### src/rtl/bcd_to_seven_segment.sv
// bcd_to_seven_segment: registered BCD to seven-segment decoder.
//
// Segment bit order is {a,b,c,d,e,f,g} = segment[6:0]. Every output is
// registered, so the latency from the inputs is exactly one clock and
// there is no combinational path from any input to any output.
//
// Priority, highest first: rst, lamp_test (all lit), blank (all dark),
// then the decode itself. BCD codes 10..15 display dark and raise invalid.
// invalid always follows the sampled bcd value, whatever blank and
// lamp_test are doing.
//
// Parameter ACTIVE_LOW inverts every segment/dp output, including the
// reset value, for common-anode displays.
//
// Optional decimal point: define BCD_TO_SEVEN_SEGMENT_DP_EN to add the
// dp_in input and the dp output. dp follows the same priority rules and
// resets dark.

module bcd_to_seven_segment #(
  parameter bit ACTIVE_LOW = 1'b0
) (
  input  logic       clk,
  input  logic       rst,
  input  logic [3:0] bcd,
  input  logic       blank,
  input  logic       lamp_test,
`ifdef BCD_TO_SEVEN_SEGMENT_DP_EN
  input  logic       dp_in,
  output logic       dp,
`endif
  output logic [6:0] segment,
  output logic       invalid
);

  // XOR mask that turns an active-high pattern into the output polarity.
  // It is also the "all dark" value at the output pins.
  localparam logic [6:0] SEG_POL_MASK = {7{ACTIVE_LOW}};

  logic [6:0] decode_pat;   // active-high pattern for the bcd digit
  logic [6:0] segment_d;
  logic [6:0] segment_q;
  logic       invalid_d;
  logic       invalid_q;

  // Digit decode, active-high, abcdefg.
  // NOTE: the default arm assigns every non-decimal code, so no latch is inferred and no X escapes.
  always_comb begin
    case (bcd)
      4'd0:    decode_pat = 7'b1111110;
      4'd1:    decode_pat = 7'b0110000;
      4'd2:    decode_pat = 7'b1101101;
      4'd3:    decode_pat = 7'b1111001;
      4'd4:    decode_pat = 7'b0110011;
      4'd5:    decode_pat = 7'b1011011;
      4'd6:    decode_pat = 7'b1011111;
      4'd7:    decode_pat = 7'b1110000;
      4'd8:    decode_pat = 7'b1111111;
      4'd9:    decode_pat = 7'b1111011;
      default: decode_pat = 7'b0000000;
    endcase
  end

  // Apply lamp_test/blank overrides and the output polarity.
  always_comb begin
    invalid_d = (bcd > 4'd9);
    segment_d = decode_pat;
    if (lamp_test) begin
      segment_d = 7'b1111111;
    end else if (blank) begin
      segment_d = 7'b0000000;
    end
    segment_d = segment_d ^ SEG_POL_MASK;
  end

  // Output registers with synchronous reset to the dark pattern.
  // NOTE: sequential state uses non-blocking assignments so every register samples pre-edge values.
  always_ff @(posedge clk) begin
    if (rst) begin
      segment_q <= SEG_POL_MASK;
      invalid_q <= 1'b0;
    end else begin
      segment_q <= segment_d;
      invalid_q <= invalid_d;
    end
  end

  assign segment = segment_q;
  assign invalid = invalid_q;

`ifdef BCD_TO_SEVEN_SEGMENT_DP_EN
  logic dp_d;
  logic dp_q;

  // Decimal point follows the same lamp_test/blank priority and polarity.
  always_comb begin
    dp_d = dp_in;
    if (lamp_test) begin
      dp_d = 1'b1;
    end else if (blank) begin
      dp_d = 1'b0;
    end
    dp_d = dp_d ^ ACTIVE_LOW;
  end

  // Decimal point register, resets dark.
  always_ff @(posedge clk) begin
    if (rst) begin
      dp_q <= ACTIVE_LOW;
    end else begin
      dp_q <= dp_d;
    end
  end

  assign dp = dp_q;
`endif

endmodule

### config.mk
export PLATFORM = sky130hd
export DESIGN_NAME = bcd_to_seven_segment
export DESIGN_NICKNAME = d
export VERILOG_FILES = /design/src/rtl/bcd_to_seven_segment.sv
export SDC_FILE = /design/constraint.sdc
export NUM_CORES = 1
export LEC_CHECK = 0
export CORE_AREA = 3 3 40 42
export CTS_CLUSTER_DIAMETER = 40
export CTS_CLUSTER_SIZE = 30
export DETAILED_ROUTE_END_ITERATION = 10
export DIE_AREA = 0 0 43 45
export HOLD_SLACK_MARGIN = 0.05
export SLEW_MARGIN = 20
export SYNTH_ARGS = -nofsm -noshare
export SYNTH_HDL_FRONTEND = slang
export SYNTH_SLANG_ARGS = --single-unit
### constraint.sdc
create_clock -name clk -period 1.75 [get_ports clk]
set_input_delay 0.35 -clock clk [delete_from_list [all_inputs] [get_ports clk]]
set_output_delay 0.35 -clock clk [all_outputs]
set_load 0.03 [all_outputs]
### Word level (Yosys, flattened, before mapping)

Memory sizes are Yosys's and may differ from the RTL's.
Index checks and enable logic that the tools add are counted.

* memories: 1
* bits of input ports: 8
* register bits: 8
* RAM bits: 0
* ROM bits: 112
* output and inout port bits: 8
* logic and storage cells: 6
* latch bits: 0

Memories
* (name not given): words 16, width 7, read ports 1, clocked after memory_dff 0, wr ports 0, line 48 `case (bcd)`

* shift-type cells: 0
* div/mod/pow operators: 0
* magnitude comparators: 1
* mux-type cells: 2
* reductions and logical operators: 0
* equality and inequality tests: 0
* bitwise logic cells: 0
* add/subtract/negate cells: 0
* multipliers: 0

Operator list (number)
* $mux 7: 2
* $gt 4x4->1 const B: 1

### Depth between registers and ports, before layout

Gate-level depths: netlist (run 1).
An unclocked memory read counts as a cell.

* depth after elaboration: 3
* gate-level depth with buffers: 5
* depth with buffers taken out: 5

### Worst setup path after synthesis (run 1)

No wires, ideal clock.

* path type: input -> register
* start point: input port bcd[1]
* end point: register segment_q[6] (netlist: segment[6])
* setup slack: 633 ps
* cell stages on the path: 4
* library setup time: 79 ps
* arrival time: 1038 ps
* data required time: 1671 ps
* buffers on the path: 0
* cell sequence: inv_1 ha_1 mux2_4 a211oi_2

* cells in the longest elaborated chain, start to end: 3

RTL lines
* start: declaration: line 24 `input logic [3:0] bcd,`
* $mem_v2 16x7
* $mux 7: line 69 `end else if (blank) begin`
* $mux 7: line 67 `if (lamp_test) begin`
* end signal: assignment: line 82 `segment_q <= segment_d;`
* end: declaration: line 41 `logic [6:0] segment_q;`

Every way passes these cells.
A chain may end at the register's enable or synchronous reset.

### Worst setup path after layout (run 1)

* start point: register segment_q[4] (netlist: segment[4])
* end point: output port segment[4]

RTL lines
* end: declaration: line 31 `output logic [6:0] segment,`

No word-level cell between the ends.

==> results.toml, run 1 <==
[clocking]
cts.clk_slew.worst_paths_ns = 0.05
cts_buffers = 3
clock_path_buffers = 2
cts_root_buf = "clkbuf_4"
post_cts_buffers = 0
clock_sinks = 8
cts_resized = 0
cts_tree = "done"
holdBufCountCts = 0
ctsHtreeMaxLevel = 1

[routing]
drt_iter0_drc = 3
highest_layer = "met4"
drc = 0
wl_met1_um = 305
drt_wl_total_um = 749
met2_length_um = 386
wl_met3_um = 41
routed_via_density = 4.688
wl_per_cell_um = 9.727
vias = 361
detail_route.first_pass.iterations = 2
ant_nets = 0

[floorplanning]
num_rows = 13
die_h_um = 45
ios = 16
die_x_um = 43
start_util_pct = 32.72
core-area_um2 = 1285
die_area_um2 = 1935

[global_route]
grt.total_usage_pct = 8.993
grt_pass1_wl_um = 1255
grt_max_degree = 9
grt.overflow.total = 0
antenna_found_initial = 0
grt_pass1_vias = 313

[worst_setup_path]
cp_num_cells = 1
crit_family = "buffers and inverters"
endpoint_kind = "output port"
crit_path_max_fanout = 1
worstPathCellList = "clkdlybuf4s50_1"
crit_path_start = "segment[4]"
worstPathBufferInverterCount = 1
cp_data_arrival_time_ns = 1.20
cp.required_ns = 1.40
worst-setup-path-type = "reg2out"
cp-start-kind = "flop"
critPathSlowestCell = "clkdlybuf4s50_1"
crit_path_max_incr_delay_ns = 0.66

[hold_path]
hold-path-endpoint = "segment[2]"
hp-class = "in2reg"
min_path_cells = 3
hold_start = "lamp_test"

[synthesis]
synthCells = 44
yosysWarnings = 0
synth_seq_cells = 8
netlist_area_um2 = 420.4
syn_nets = 57
synth-seq-area-share_pct = 38.10
synth.distinct_cells = 17
synth_area_per_cell_um2 = 9.555

[finish]
diodes = 0
nNetsFinal = 77
final_cell_area_um2 = 611.8
nFillCells = 138
syn2layout_area_growth_pct = 45.54
drive_gt1_share_pct = 16.13

[power_and_ir_drop]
power_frac_clock_pct = 28.9
p_leak_nw = 0.2621
power_density_nw_per_um2 = 738.2
swShare_pct = 26.71
pwr-share-seq_pct = 44.0
pwr-share-comb_pct = 27.2
intPower_mw = 0.3310
ir_worst_vdd_v = 0.0002208
p_switching_mw = 0.1206

[sta]
holdWs_ns = 0.7612
finalHoldViolCount = 0
tns_ns = 0
fin_crit_ns = 1.552
rsz0062_at_grt = "no"
setup_violations = 0
worst_pin_slew_ns = 0.3575
min_period_over_period_pct = 88.71
max_slew_margin_pct = 76.08
fmaxAchievable_mhz = 644.2
slew_viol_final = 0

[outcome]
status = "complete, no violations"

[place]
io_buffers = 15
dpl_cell_area_um2 = 589.3
dp_hpwl_um = 631.9
routabilityCongestion = 0.8366

[run]
maxCapViolCount = 0
## synth_stat cells
cell type	n	area share [%]
nand2_1	1	0.89
clkbuf_1	1	0.89
a21oi_1	4	4.8
a211oi_2	1	3.0
a21oi_2	1	2.1
o21ai_2	1	2.1
nor2_1	3	2.7
a211oi_1	3	5.4
o21ai_0	5	6.0
inv_1	5	4.5
dfxtp_1	8	38
nor2b_1	2	3.0
a311oi_2	1	3.6
buf_6	1	2.7
and3b_1	1	2.1
mux2_4	1	3.6
ha_1	5	15
## power groups by stage
| stage | logic, mW | registers, mW | clock network [mW] |
|---|---|---|---|
| 3_5_place_dp | 0.123 | 0.202 | 0 |
| 3_3_place_gp | 0.124 | 0.202 | 0 |
| 6_report | 0.123 | 0.199 | 0.130 |
| 2_1_floorplan | 0.0423 | 0.230 | 0 |
| 5_1_grt | 0.132 | 0.200 | 0.152 |
| 4_1_cts | 0.124 | 0.199 | 0.137 |
## per-stage QoR
step | instances | worst slack, ns | power, mW | util, %
finish | 77 | 0.1976 | 0.4517 | 47.61
global route | 77 | 0.1334 | 0.4841 | 47.61
CTS | 77 | 0.1791 | 0.4598 | 47.61
detailed placement | 74 | 0.05218 | 0.3256 | 45.86
global placement | 74 | 0.06876 | 0.3258 | 45.86
floorplan | 44 | 0.6328 | 0.2720 | -
## sequential cells by signal, indices dropped and copies added, names as in the netlist
name,flops
invalid,1
segment,7
## worst max-delay path by stage
| stage | to | slack, ns |
|---|---|---|
| floorplan | segment[6] | 0.63 |
| global placement | segment[2] | 0.07 |
| detailed placement | segment[6] | 0.05 |
| CTS | segment[4] | 0.18 |
| global route | segment[6] | 0.13 |
| finish | segment[4] | 0.20 |
## kinds of logic after synthesis
group / synth area share (%)
buffers and inverters: 8.035
DFF: 38.09
adders and majority gates: 14.88
muxes: 3.570
and+or+nand+nor: 8.630
AOI/OAI and AO/OA: 26.78
## placed cells by master, fill, tap and decap left out, drive strengths merged
| cell | n |
|---|---|
| a311oi | 1 |
| clkbuf | 3 |
| nor2b | 2 |
| a21oi | 5 |
| ha | 5 |
| and3b | 1 |
| o21ai | 6 |
| nand2 | 1 |
| a211oi | 4 |
| inv | 5 |
| clkdlybuf4s50 | 15 |
| mux2 | 1 |
| nor2 | 3 |
| dfxtp | 8 |
| buf | 2 |
## final cells by class
class                   instances  area [µm²]  area share [%]
repair buffers                 17       165.2           26.99
inverters                       5       18.77           3.067
multi-input cells              29       226.5           37.01
well taps                      15       18.77           3.067
flip-flops and latches          8       160.2           26.18
clock buffers                   3       22.52           3.681
## routing by layer
metal	global-route usage [%]	vias up
li1	-	189
met4	10.84	0
met2	13.47	9
met5	0	-
met1	9.880	161
met3	1.594	2
Power figures use the tool's default switching activity.
==> inputs of run 2 (changes only) <==
--- a/config.mk
+++ b/config.mk
@@ -5,12 +5,11 @@
 export SDC_FILE = /design/constraint.sdc
 export NUM_CORES = 1
 export LEC_CHECK = 0
-export CORE_AREA = 3 3 40 42
+export CORE_AREA = 2 2 39 41
 export CTS_CLUSTER_DIAMETER = 40
 export CTS_CLUSTER_SIZE = 30
 export DETAILED_ROUTE_END_ITERATION = 10
-export DIE_AREA = 0 0 43 45
-export HOLD_SLACK_MARGIN = 0.05
+export DIE_AREA = 0 0 41 43
 export SLEW_MARGIN = 20
 export SYNTH_ARGS = -nofsm -noshare
 export SYNTH_HDL_FRONTEND = slang
==> run 2 against run 1 <==
  * Flip-flop and latch count stayed put
  * Critical path depth stayed put
  * Largest power group unchanged
  * Count of clock-buffer cells in the layout stayed put
  * Total power is 0.24% lower
==> results.toml, run 2 (synthesis results as in run 1) <==
[worst_setup_path]
worstPathCellList = "clkdlybuf4s50_1"
cp-start-kind = "flop"
crit_path_start = "segment[2]"
endpoint_kind = "output port"
crit_path_max_fanout = 1
critPathSlowestCell = "clkdlybuf4s50_1"
cp.required_ns = 1.40
worstPathBufferInverterCount = 1
crit_family = "buffers and inverters"
worst-setup-path-type = "reg2out"
cp-endpoint = "segment[2]"
crit_path_max_incr_delay_ns = 0.66
cp_num_cells = 1
cp_data_arrival_time_ns = 1.20

[place]
dp_hpwl_um = 631
routabilityCongestion = 0.8260
io_buffers = 15
place_ws_ns = 0.05750

[hold_path]
hp-class = "in2reg"

[global_route]
grt.total_usage_pct = 10.85
grt.overflow.total = 0
grt_pass1_wl_um = 1283
grt_pass1_vias = 333
antenna_found_initial = 0
grt_max_degree = 9

[floorplanning]
die_area_um2 = 1763
start_util_pct = 30.38
die_h_um = 43
num_rows = 14
die_x_um = 41
ios = 16
core-area_um2 = 1384

[power_and_ir_drop]
power_density_nw_per_um2 = 734.9
pwr-share-comb_pct = 27.2
ir_worst_vdd_v = 0.0001638
p_leak_nw = 0.2621
swShare_pct = 26.56
power_frac_clock_pct = 28.7
pwr-share-seq_pct = 44.1
intPower_mw = 0.3309
p_switching_mw = 0.1197

[routing]
routed_via_density = 4.513
drc = 0
detail_route.first_pass.iterations = 2
ant_nets = 0
drt_wl_total_um = 748
drt_iter0_drc = 3
vias = 352
wl_per_cell_um = 9.590

[sta]
fin_ws_ns = 0.1982
setup_violations = 0
rsz0062_at_grt = "no"
max_slew_margin_pct = 75.15
tns_ns = 0
worst_pin_slew_ns = 0.3714
slew_viol_final = 0
min_period_over_period_pct = 88.67
finalHoldViolCount = 0
fin_crit_ns = 1.552
fmaxAchievable_mhz = 644.4

[clocking]
clock_path_buffers = 2
cts.clk_slew.worst_paths_ns = 0.05
cts_resized = 0
ctsHtreeMaxLevel = 1
post_cts_buffers = 0
cts_root_buf = "clkbuf_4"
cts_tree = "done"
cts_buffers = 3
clock_sinks = 8
holdBufCountCts = 0

[finish]
largest_reg_flops = 7
syn2layout_area_growth_pct = 45.83
layout_commonest_cell = "clkdlybuf4s50_1"
regArea_um2 = 160.2
utilization_pct = 44.30
nNetsFinal = 77
multi_input_area_um2 = 226.5
nFillCells = 159
drive_gt1_share_pct = 16.13
final_cell_mix = "clkdlybuf4s50_1, dfxtp_1, inv_1, o21ai_0, ha_1"
diodes = 0

[run]
maxCapViolCount = 0

[outcome]
status = "complete, no violations"
==> run 2: cell counts in the layout (fill, tap and decap cells not counted) <==
No cell type changed its count.
==> run 2: cell type report <==
class | instances | share of cell area, %
clock buffers | 3 | 3.673
multi-input cells | 29 | 36.94
flip-flops and latches | 8 | 26.12
repair buffers | 17 | 26.94
inverters | 5 | 3.061
well taps | 16 | 3.265
==> run 2: power groups by stage <==
| stage | Clock [mW] | Combinational, mW | Sequential, mW |
|---|---|---|---|
| 6_report | 0.129 | 0.123 | 0.199 |
| 2_1_floorplan | 0 | 0.0423 | 0.230 |
| 5_1_grt | 0.143 | 0.135 | 0.199 |
| 3_5_place_dp | 0 | 0.123 | 0.202 |
| 3_3_place_gp | 0 | 0.123 | 0.202 |
| 4_1_cts | 0.138 | 0.124 | 0.199 |
==> run 2: stage by stage <==
step / hold slack, ns / power [mW] / cell area [µm²] / instances
floorplan: 0.4674 / 0.2720 / 420.4 / 44
global placement: 1.012 / 0.3254 / 590.6 / 75
detailed placement: 1.005 / 0.3255 / 590.6 / 75
CTS: 0.7477 / 0.4606 / 613.1 / 78
global route: 0.7821 / 0.4775 / 613.1 / 78
finish: 0.7569 / 0.4506 / 613.1 / 78
==> run 2: routing by layer <==
layer | up-vias | part of all wire [%] | GRT usage, %
met4 | 0 | 0 | 10.00
li1 | 188 | - | -
met5 | - | 0 | 0
met2 | 10 | 50 | 15.63
met1 | 154 | 44 | 12.90
met3 | 0 | 6.4 | 1.571
==> run 2: worst min-delay path by stage <==
stage / start / endpoint / slack, ns / cells past startpoint
2_1_floorplan: lamp_test / segment[5] / 0.47 / 2
4_1_cts: lamp_test / segment[2] / 0.75 / 3
3_3_place_gp: lamp_test / segment[2] / 1.01 / 3
5_1_grt: lamp_test / segment[2] / 0.78 / 3
3_5_place_dp: lamp_test / segment[2] / 1.00 / 3
6_report: lamp_test / segment[2] / 0.76 / 3
